--- config.mk ---
export PLATFORM = sky130hd
export DESIGN_NAME = pc_predict_unit
export DESIGN_NICKNAME = d
export VERILOG_FILES = /design/src/rtl/pc_pkg.sv /design/src/rtl/btb_table.sv /design/src/rtl/pc_predict_unit.sv
export SDC_FILE = /design/constraint.sdc
export NUM_CORES = 2
export LEC_CHECK = 0
export CAP_MARGIN = 10
export CORE_MARGIN = 3
export CORE_UTILIZATION = 55
export DETAILED_ROUTE_END_ITERATION = 10
export PLACE_DENSITY = 0.8
export SLEW_MARGIN = 20
export SYNTH_ARGS = -nofsm -noshare
export SYNTH_HDL_FRONTEND = slang
export SYNTH_SLANG_ARGS = --single-unit
export TNS_END_PERCENT = 50
--- constraint.sdc ---
create_clock -name clk -period 47.4 [get_ports clk]
set_input_delay 9.48 -clock clk [delete_from_list [all_inputs] [get_ports clk]]
set_output_delay 9.48 -clock clk [all_outputs]
set_load 0.02 [all_outputs]
--- src/rtl/pc_pkg.sv ---
// Shared types and helpers for the fetch-PC predictor: 2-bit direction counter
// encoding plus saturating update functions.
package pc_pkg;

  typedef enum logic [1:0] {
    STRONG_NT = 2'b00,
    WEAK_NT   = 2'b01,
    WEAK_T    = 2'b10,
    STRONG_T  = 2'b11
  } ctr_t;

  localparam ctr_t CTR_RESET = WEAK_NT;
  localparam ctr_t CTR_ALLOC = WEAK_T;

  function automatic ctr_t sat_inc(ctr_t c);
    case (c)
      STRONG_NT: return WEAK_NT;
      WEAK_NT:   return WEAK_T;
      default:   return STRONG_T;
    endcase
  endfunction

  function automatic ctr_t sat_dec(ctr_t c);
    case (c)
      STRONG_T: return WEAK_T;
      WEAK_T:   return WEAK_NT;
      default:  return STRONG_NT;
    endcase
  endfunction

endpackage

--- src/rtl/btb_table.sv ---
// Direct-mapped branch target buffer: combinational lookup on the fetch PC,
// synchronous allocate/train from the EX resolution port.
module btb_table
  import pc_pkg::*;
#(
  parameter int XLEN        = 32,
  parameter int BTB_ENTRIES = 16,
  parameter int INST_BYTES  = 4
) (
  input  logic            clk,
  input  logic            reset,
  input  logic [XLEN-1:0] lookup_pc,
  output logic            lookup_taken,
  output logic [XLEN-1:0] lookup_target,
  input  logic            upd_valid,
  input  logic [XLEN-1:0] upd_pc,
  input  logic            upd_taken,
  input  logic [XLEN-1:0] upd_target
);

  localparam int IDX_W = $clog2(BTB_ENTRIES);
  localparam int OFF   = $clog2(INST_BYTES);
  localparam int TAG_W = XLEN - OFF - IDX_W;

  logic [BTB_ENTRIES-1:0] valid;
  logic [TAG_W-1:0]       tag    [BTB_ENTRIES];
  logic [XLEN-1:0]        target [BTB_ENTRIES];
  ctr_t                   ctr    [BTB_ENTRIES];

  logic [IDX_W-1:0] l_idx, u_idx;
  logic [TAG_W-1:0] l_tag, u_tag;
  logic             l_hit, u_hit;

  assign l_idx = lookup_pc[OFF +: IDX_W];
  assign l_tag = lookup_pc[OFF+IDX_W +: TAG_W];
  assign u_idx = upd_pc[OFF +: IDX_W];
  assign u_tag = upd_pc[OFF+IDX_W +: TAG_W];

  // Byte-offset bits never reach the table.
  logic unused_off;
  assign unused_off = ^{lookup_pc[OFF-1:0], upd_pc[OFF-1:0]};

  assign l_hit         = valid[l_idx] && (tag[l_idx] == l_tag);
  assign u_hit         = valid[u_idx] && (tag[u_idx] == u_tag);
  assign lookup_taken  = l_hit && ctr[l_idx][1];
  assign lookup_target = l_hit ? target[l_idx] : '0;

  // No bypass: a same-cycle lookup reads the pre-edge contents.
  always_ff @(posedge clk or posedge reset) begin
    if (reset) begin
      valid <= '0;
      for (int i = 0; i < BTB_ENTRIES; i++) begin
        tag[i]    <= '0;
        target[i] <= '0;
        ctr[i]    <= CTR_RESET;
      end
    end else if (upd_valid) begin
      if (u_hit) begin
        if (upd_taken) begin
          ctr[u_idx]    <= sat_inc(ctr[u_idx]);
          target[u_idx] <= upd_target;
        end else begin
          ctr[u_idx]    <= sat_dec(ctr[u_idx]);
        end
      end else if (upd_taken) begin
        valid[u_idx]  <= 1'b1;
        tag[u_idx]    <= u_tag;
        target[u_idx] <= upd_target;
        ctr[u_idx]    <= CTR_ALLOC;
      end
    end
  end

endmodule

--- src/rtl/pc_predict_unit.sv ---
// IF-stage fetch PC register with BTB-driven next-PC selection and EX redirect.
module pc_predict_unit
  import pc_pkg::*;
#(
  parameter int              XLEN         = 32,
  parameter logic [XLEN-1:0] RESET_VECTOR = 32'h0000_0000,
  parameter int              BTB_ENTRIES  = 16,
  parameter int              INST_BYTES   = 4
) (
  input  logic            clk,
  input  logic            reset,
  input  logic            pc_write,
  output logic [XLEN-1:0] pc_current,
  output logic            pred_taken,
  output logic [XLEN-1:0] pred_target,
  input  logic            ex_valid,
  input  logic [XLEN-1:0] ex_pc,
  input  logic            ex_taken,
  input  logic [XLEN-1:0] ex_target,
  input  logic            ex_redirect,
  input  logic [XLEN-1:0] ex_redirect_pc
);

  localparam logic [XLEN-1:0] STEP = XLEN'(INST_BYTES);

  logic [XLEN-1:0] pc_q, pc_next;

  btb_table #(
    .XLEN        (XLEN),
    .BTB_ENTRIES (BTB_ENTRIES),
    .INST_BYTES  (INST_BYTES)
  ) u_btb (
    .clk           (clk),
    .reset         (reset),
    .lookup_pc     (pc_q),
    .lookup_taken  (pred_taken),
    .lookup_target (pred_target),
    .upd_valid     (ex_valid),
    .upd_pc        (ex_pc),
    .upd_taken     (ex_taken),
    .upd_target    (ex_target)
  );

  // A flush from EX beats a hazard stall.
  always_comb begin
    pc_next = pc_q + STEP;
    if (ex_redirect)     pc_next = ex_redirect_pc;
    else if (!pc_write)  pc_next = pc_q;
    else if (pred_taken) pc_next = pred_target;
  end

  always_ff @(posedge clk or posedge reset) begin
    if (reset) pc_q <= RESET_VECTOR;
    else       pc_q <= pc_next;
  end

  assign pc_current = pc_q;

endmodule
[Word level (Yosys, flattened, before mapping)]
Cells that the tools add are included.
Word-level totals
  register bits after elaboration: 1008
Cells by class
  reductions and logical operators: 11
  multiplexer cells: 46
  equality and inequality tests: 5
  add/sub/neg operators: 1
  $lt $le $gt $ge: 6
  bitwise logic cells: 7
Operators with widths (count)
  bitwise mux 512 bit: 1
  bitwise mux 416 bit: 1
  two-way mux 32 bit: 10
  binary-select mux 26 bit (select 4 bit): 2
  two-way mux 26 bit: 5
  binary-select mux 32 bit (select 4 bit): 1
  demux 32 bit (select 4 bit): 1
  demux 26 bit (select 4 bit): 1
  bitwise mux 32 bit: 2
  equality test 26 bit: 2
  adder 32 x 3 -> 32 bit, second input constant: 1
  OR 16 bit: 2
  two-way mux 2 bit: 11
  AND 16 bit: 1
  binary-select mux 2 bit (select 4 bit): 2
  inverter 16 bit: 1
  greater-or-equal comparator 5 bit, second input constant: 2
  less-than comparator 4 x 5 -> 1 bit, second input constant: 2
  inverter 4 -> 5 bit: 2
  binary-select mux 1 bit (select 4 bit): 2
  demux 2 bit (select 4 bit): 1
  one-hot mux 2 bit (2 select lines): 2
  logical AND 1 bit: 5
  less-than comparator 5 x 1 -> 1 bit, second input constant: 1
  other kinds (10): 15

[Longest topological paths before layout]
  word-level depth: 12
  mapped depth: 17
  gate-level depth less buffers: 9

[Hierarchy]
From an unflattened synthesis, not the netlist that was laid out.
Second synthesis, totals
  cells, all modules: 3888
  area total of the unflattened synthesis: 51672.1 sq um
Modules (own cells, without submodules)
  btb_table: area an instance 49281.0 sq um, seq. area each 24443.4 sq um, cells each 3575, instances 1
  pc_predict_unit: area an instance 2391.0 sq um, seq. area each 800.8 sq um, cells each 313, instances 1

[Least setup slack after synthesis]
No wires, ideal clock.
  path type: reg2out
  start point: reg pc_q[2] (netlist: pc_current[2])
  end point: out pred_target[0]
  path buffers: 7
  arrival time: 3637 ps
  data required time: 37920 ps
  slack: 34283 ps
  stages on the path, launching flop included: 11
  cell sequence: dfrtp_1 > buf_2 > buf_2 > buf_2 > buf_2 > clkbuf_1 > clkbuf_1 > buf_2 > mux4_2 > mux4_2 > and3_1
Between the ends
  cells in the longest elaborated chain, start to end: 7
  elaborated cells on any way between the ends: 12
  those cells by class: eq/ne: 1; mux: 9; bitwise: 1; reduce/logical: 1
Ends and longest elaborated chain
  start, declared: RTL line pc_predict_unit.sv:26  | logic [XLEN-1:0] pc_q, pc_next;
  start signal, assigned: RTL line pc_predict_unit.sv:54  | else pc_q <= pc_next;
  inverter 4 -> 5 bit (implied by the code): RTL line btb_table.sv:43, btb_table.sv:46
  binary-select mux 26 bit (select 4 bit): RTL line btb_table.sv:43  | assign l_hit = valid[l_idx] && (tag[l_idx] == l_tag);
  two-way mux 26 bit (implied by the code) (2 in a row): RTL line btb_table.sv:43
  equality test 26 bit: RTL line btb_table.sv:43
  logical AND 1 bit: RTL line btb_table.sv:43
  two-way mux 32 bit (*): RTL line btb_table.sv:46  | assign lookup_target = l_hit ? target[l_idx] : '0;
  end, declared: RTL line pc_predict_unit.sv:15  | output logic [XLEN-1:0] pred_target,
Mark *: on every way between the ends. The rest lies on a longest branch, timed or not. The select of a mux whose other input is x is not followed.

[Final worst setup path]
  start point: reg pc_q[3] (netlist: pc_current[3])
  end point: out pred_target[27]
Same word-level chain as after synthesis.

==> impl_metrics.csv <==
group,metric,value,unit
run_status,status,"completed",
global_routing,grt_first_pass_wirelength,224,mm
sta,holdWs,0.476,ns
drt,ant_nets,0,
layout,finish.instance_area,0.0576,mm^2
critical_path,crit_slowest_cell,"dfrtp_4",
logic_synthesis,synth_nets,3827,
logic_synthesis,synth_edf_count,0,
clock_network,worstSkewPairLatency,0.71,ns
logic_synthesis,synth_area_leader_cell,"dfrtp_1",
floorplan,die_y,313,um
clock_network,ctsHoldBuffers,0,
layout,drive_above_1_share,39.4,%
critical_path,critPathBufInv,3,
sta,period_share,33.5,%
pwr,switchingPower,719,uW
hold_path,hold_path.class,"reg -> reg",
sta,min_period,15.89,ns
floorplan,core,0.0935,mm^2
sta,tightestPinTransition,1.14,ns
critical_path,path_delay_family,"buffers and inverters",
logic_synthesis,synth_flop_cell,"dfrtp_1",
pwr,clockPowerShare,33.1,%
drt,num_vias,34000,
logic_synthesis,ys_seq_elements,1008,
global_routing,antenna_found_initial,20,
place,placed_area,0.0540,mm^2
critical_path,cp_slowest_stage_delay,0.95,ns
logic_synthesis,syn_area,0.0519,mm^2
pwr,swShare,28.4,%
layout,area_growth,10.9,%
sta,maxSlewViolCount,0,
critical_path,endpoint_kind,"output pin",
critical_path,startpoint_type,"flop",
floorplan,die_area,0.0982,mm^2
floorplan,io_pins,167,
global_routing,grt_overflow,0,
layout,final_common_cell,"dfrtp_1",
global_routing,grt_pass1_vias,34700,
critical_path,crit_fanout,59,
clock_network,cts_post_setup_buffers_inserted,0,
critical_path,arrival,6.41,ns
drt,avgRoutedWirePerCell,29.7,um
clock_network,cts_made_buffers,102,
sta,fin_worst_skew,0.0480,ns
logic_synthesis,yosysSeqAreaShare,48.6,%
floorplan,start_util,55.6,%
layout,fin_nets,3808,
global_routing,grt_util_all_layers,30.6,%
drt,initialDrtViolationCount,3929,
logic_synthesis,synth_top_area_share,47.8,%
clock_network,htree_levels,3,
sta,setup_viol,0,
clock_network,cts_tree,"yes",
critical_path,cp_common_cell,"buf_4",
layout,fillers,6934,
logic_synthesis,ys.warnings.count,0,
drt,drc_errors,0,
job,drv_cap,0,
pwr,p_per_area,44.0,mW/mm^2
clock_network,cts_sinks,1008,
sta,rsz0062_at_grt,"false",
sta,setup_ws,31.51,ns
drt,viasPerCell,6.74,
sta,finalHoldViolations,0,
place,dpl.hpwl,88.4,mm
pwr,leakage,0.0250,uW
pwr,p_seq_share,45.2,%
drt,route.final.wire_length,150,mm
pwr,p_comb_share,21.7,%
sta,fmax,62.9,MHz
place,io_buffers,164,
global_routing,grt_max_degree,196,
critical_path,path_cells,"buf_4 -> mux2_2 -> o22ai_1 -> a221oi_1 -> xor2_1 -> nor4_1 -> o21ai_0 -> nor2_1 -> and4b_1 -> buf_4 -> and3_1 -> clkdlybuf4s50_1",
logic_synthesis,syn_avg_cell_area,13.9,um^2
logic_synthesis,synthTopCellsByArea,"dfrtp_1 (48%), mux2_2 (18%), mux4_2 (15%)",
floorplan,num_rows,112,
clock_network,clock_path_buffers,3,
critical_path,crit_type,"reg -> out",
clock_network,cts.clk_slew.worst_paths,0.06,ns
place,place_ws,31.63,ns
clock_network,cts-root-buf,"clkbuf_16",
pwr,ir_drop,0.0370,mV
critical_path,cp.required,37.92,ns
floorplan,die_w,313,um
pwr,internal_power,1810,uW
drt,drt_pass1_iterations,6,
sta,slew_headroom,23.5,%
sta,finalSetupTns,0,ns
layout,final_cell_mix,"dfrtp_1 (988), mux2_2 (852), mux4_2 (340)",
logic_synthesis,synthCells,3724,
place,routabilityCongestion,0.926,
logic_synthesis,synthArstFlopShare,100,%
layout,fin_util,61.6,%
logic_synthesis,ys_types,78,
clock_network,cts_resized,0,
final timing paths:
check,start,end,slack [ns],cells after the start
max reg2reg,pc_current[3],pc_current[18],42.05,11
min reg2reg,u_btb.target[241],u_btb.target[241],0.48,2
max,pc_current[3],pred_target[27],31.51,12
min in group asynchronous,reset,u_btb.ctr[1],9.36,2
max in group asynchronous,reset,u_btb.tag[374],34.93,5
min,u_btb.target[241],u_btb.target[241],0.48,2
cell families after synthesis:
group / synth area share [%]
mux: 37.5
flops: 48.6
simple gates: 6.77
buf+inv: 3.46
compound gates: 2.41
xor+xnor: 1.18
fa+ha+maj: 0.0626
worst reg2reg max path: cells and delay by family, from the launching register on:
kind                   cells  cell delay [ns]
multiplexers               1             0.48
buffers and inverters      2             1.34
flip-flops                 1             0.95
XOR/XNOR                   1             0.23
AO/OA/AOI/OAI              3             0.56
AND/OR/NAND/NOR            4             1.71
synthesized netlist by cell type (all sizes together) (8+ instances only):
| cell | count |
|---|---|
| inv | 16 |
| and3 | 39 |
| dfrtp | 992 |
| nor2b | 19 |
| a221oi | 14 |
| or3 | 29 |
| mux2 | 898 |
| xnor2 | 36 |
| a22oi | 21 |
| clkbuf | 187 |
| mux4 | 340 |
| nor2 | 73 |
| xor2 | 34 |
| a21oi | 46 |
| nand2b | 28 |
| nand3 | 101 |
| nand2 | 281 |
| mux2i | 172 |
| o21ai | 24 |
| nor3b | 34 |
| dfstp | 16 |
| o22ai | 22 |
| a22o | 10 |
| a211oi | 8 |
| nor4 | 12 |
| nand4 | 9 |
| buf | 159 |
| nor3 | 32 |
layout make-up:
type	count	area [um^2]	share of cell area [%]
antenna	9	22.5	0.0391
clock buffer	147	2930	5.09
clock inverter	42	582	1.01
inverter	17	73.8	0.128
multi-input combinational	2353	25000	43.4
sequential	1008	25300	43.9
tap	1254	1570	2.72
timing repair buffer	223	2140	3.72
routing by layer:
layer / wire [um] / vias to the layer above / GRT usage, %
met2: 67400 / 1772 / 45.5
met3: 16900 / 416 / 10.4
li1: - / 13800 / -
met1: 58800 / 18000 / 41.4
met4: 6680 / 18 / 13.0
met5: 119 / - / 0
metrics by stage:
stage / power (uW) / instances
6_report: 2530 / 5053
4_1_cts: 2530 / 5043
5_1_grt: 2630 / 5048
2_1_floorplan: 1540 / 3724
3_5_place_dp: 1700 / 4854
3_3_place_gp: 1670 / 4854
flip-flops by register name, indices dropped and copies added (netlist names):
signal,cells
pc_current,32
u_btb.ctr,32
u_btb.tag,416
u_btb.valid,16
u_btb.target,512
power groups by stage:
stage	registers [uW]	logic (uW)	clock network [uW]
2_1_floorplan	1110	424	0
6_report	1150	549	838
3_3_place_gp	1140	527	0
5_1_grt	1160	586	883
4_1_cts	1140	547	847
3_5_place_dp	1150	543	0
No activity file was read; power rests on OpenSTA's default activity.
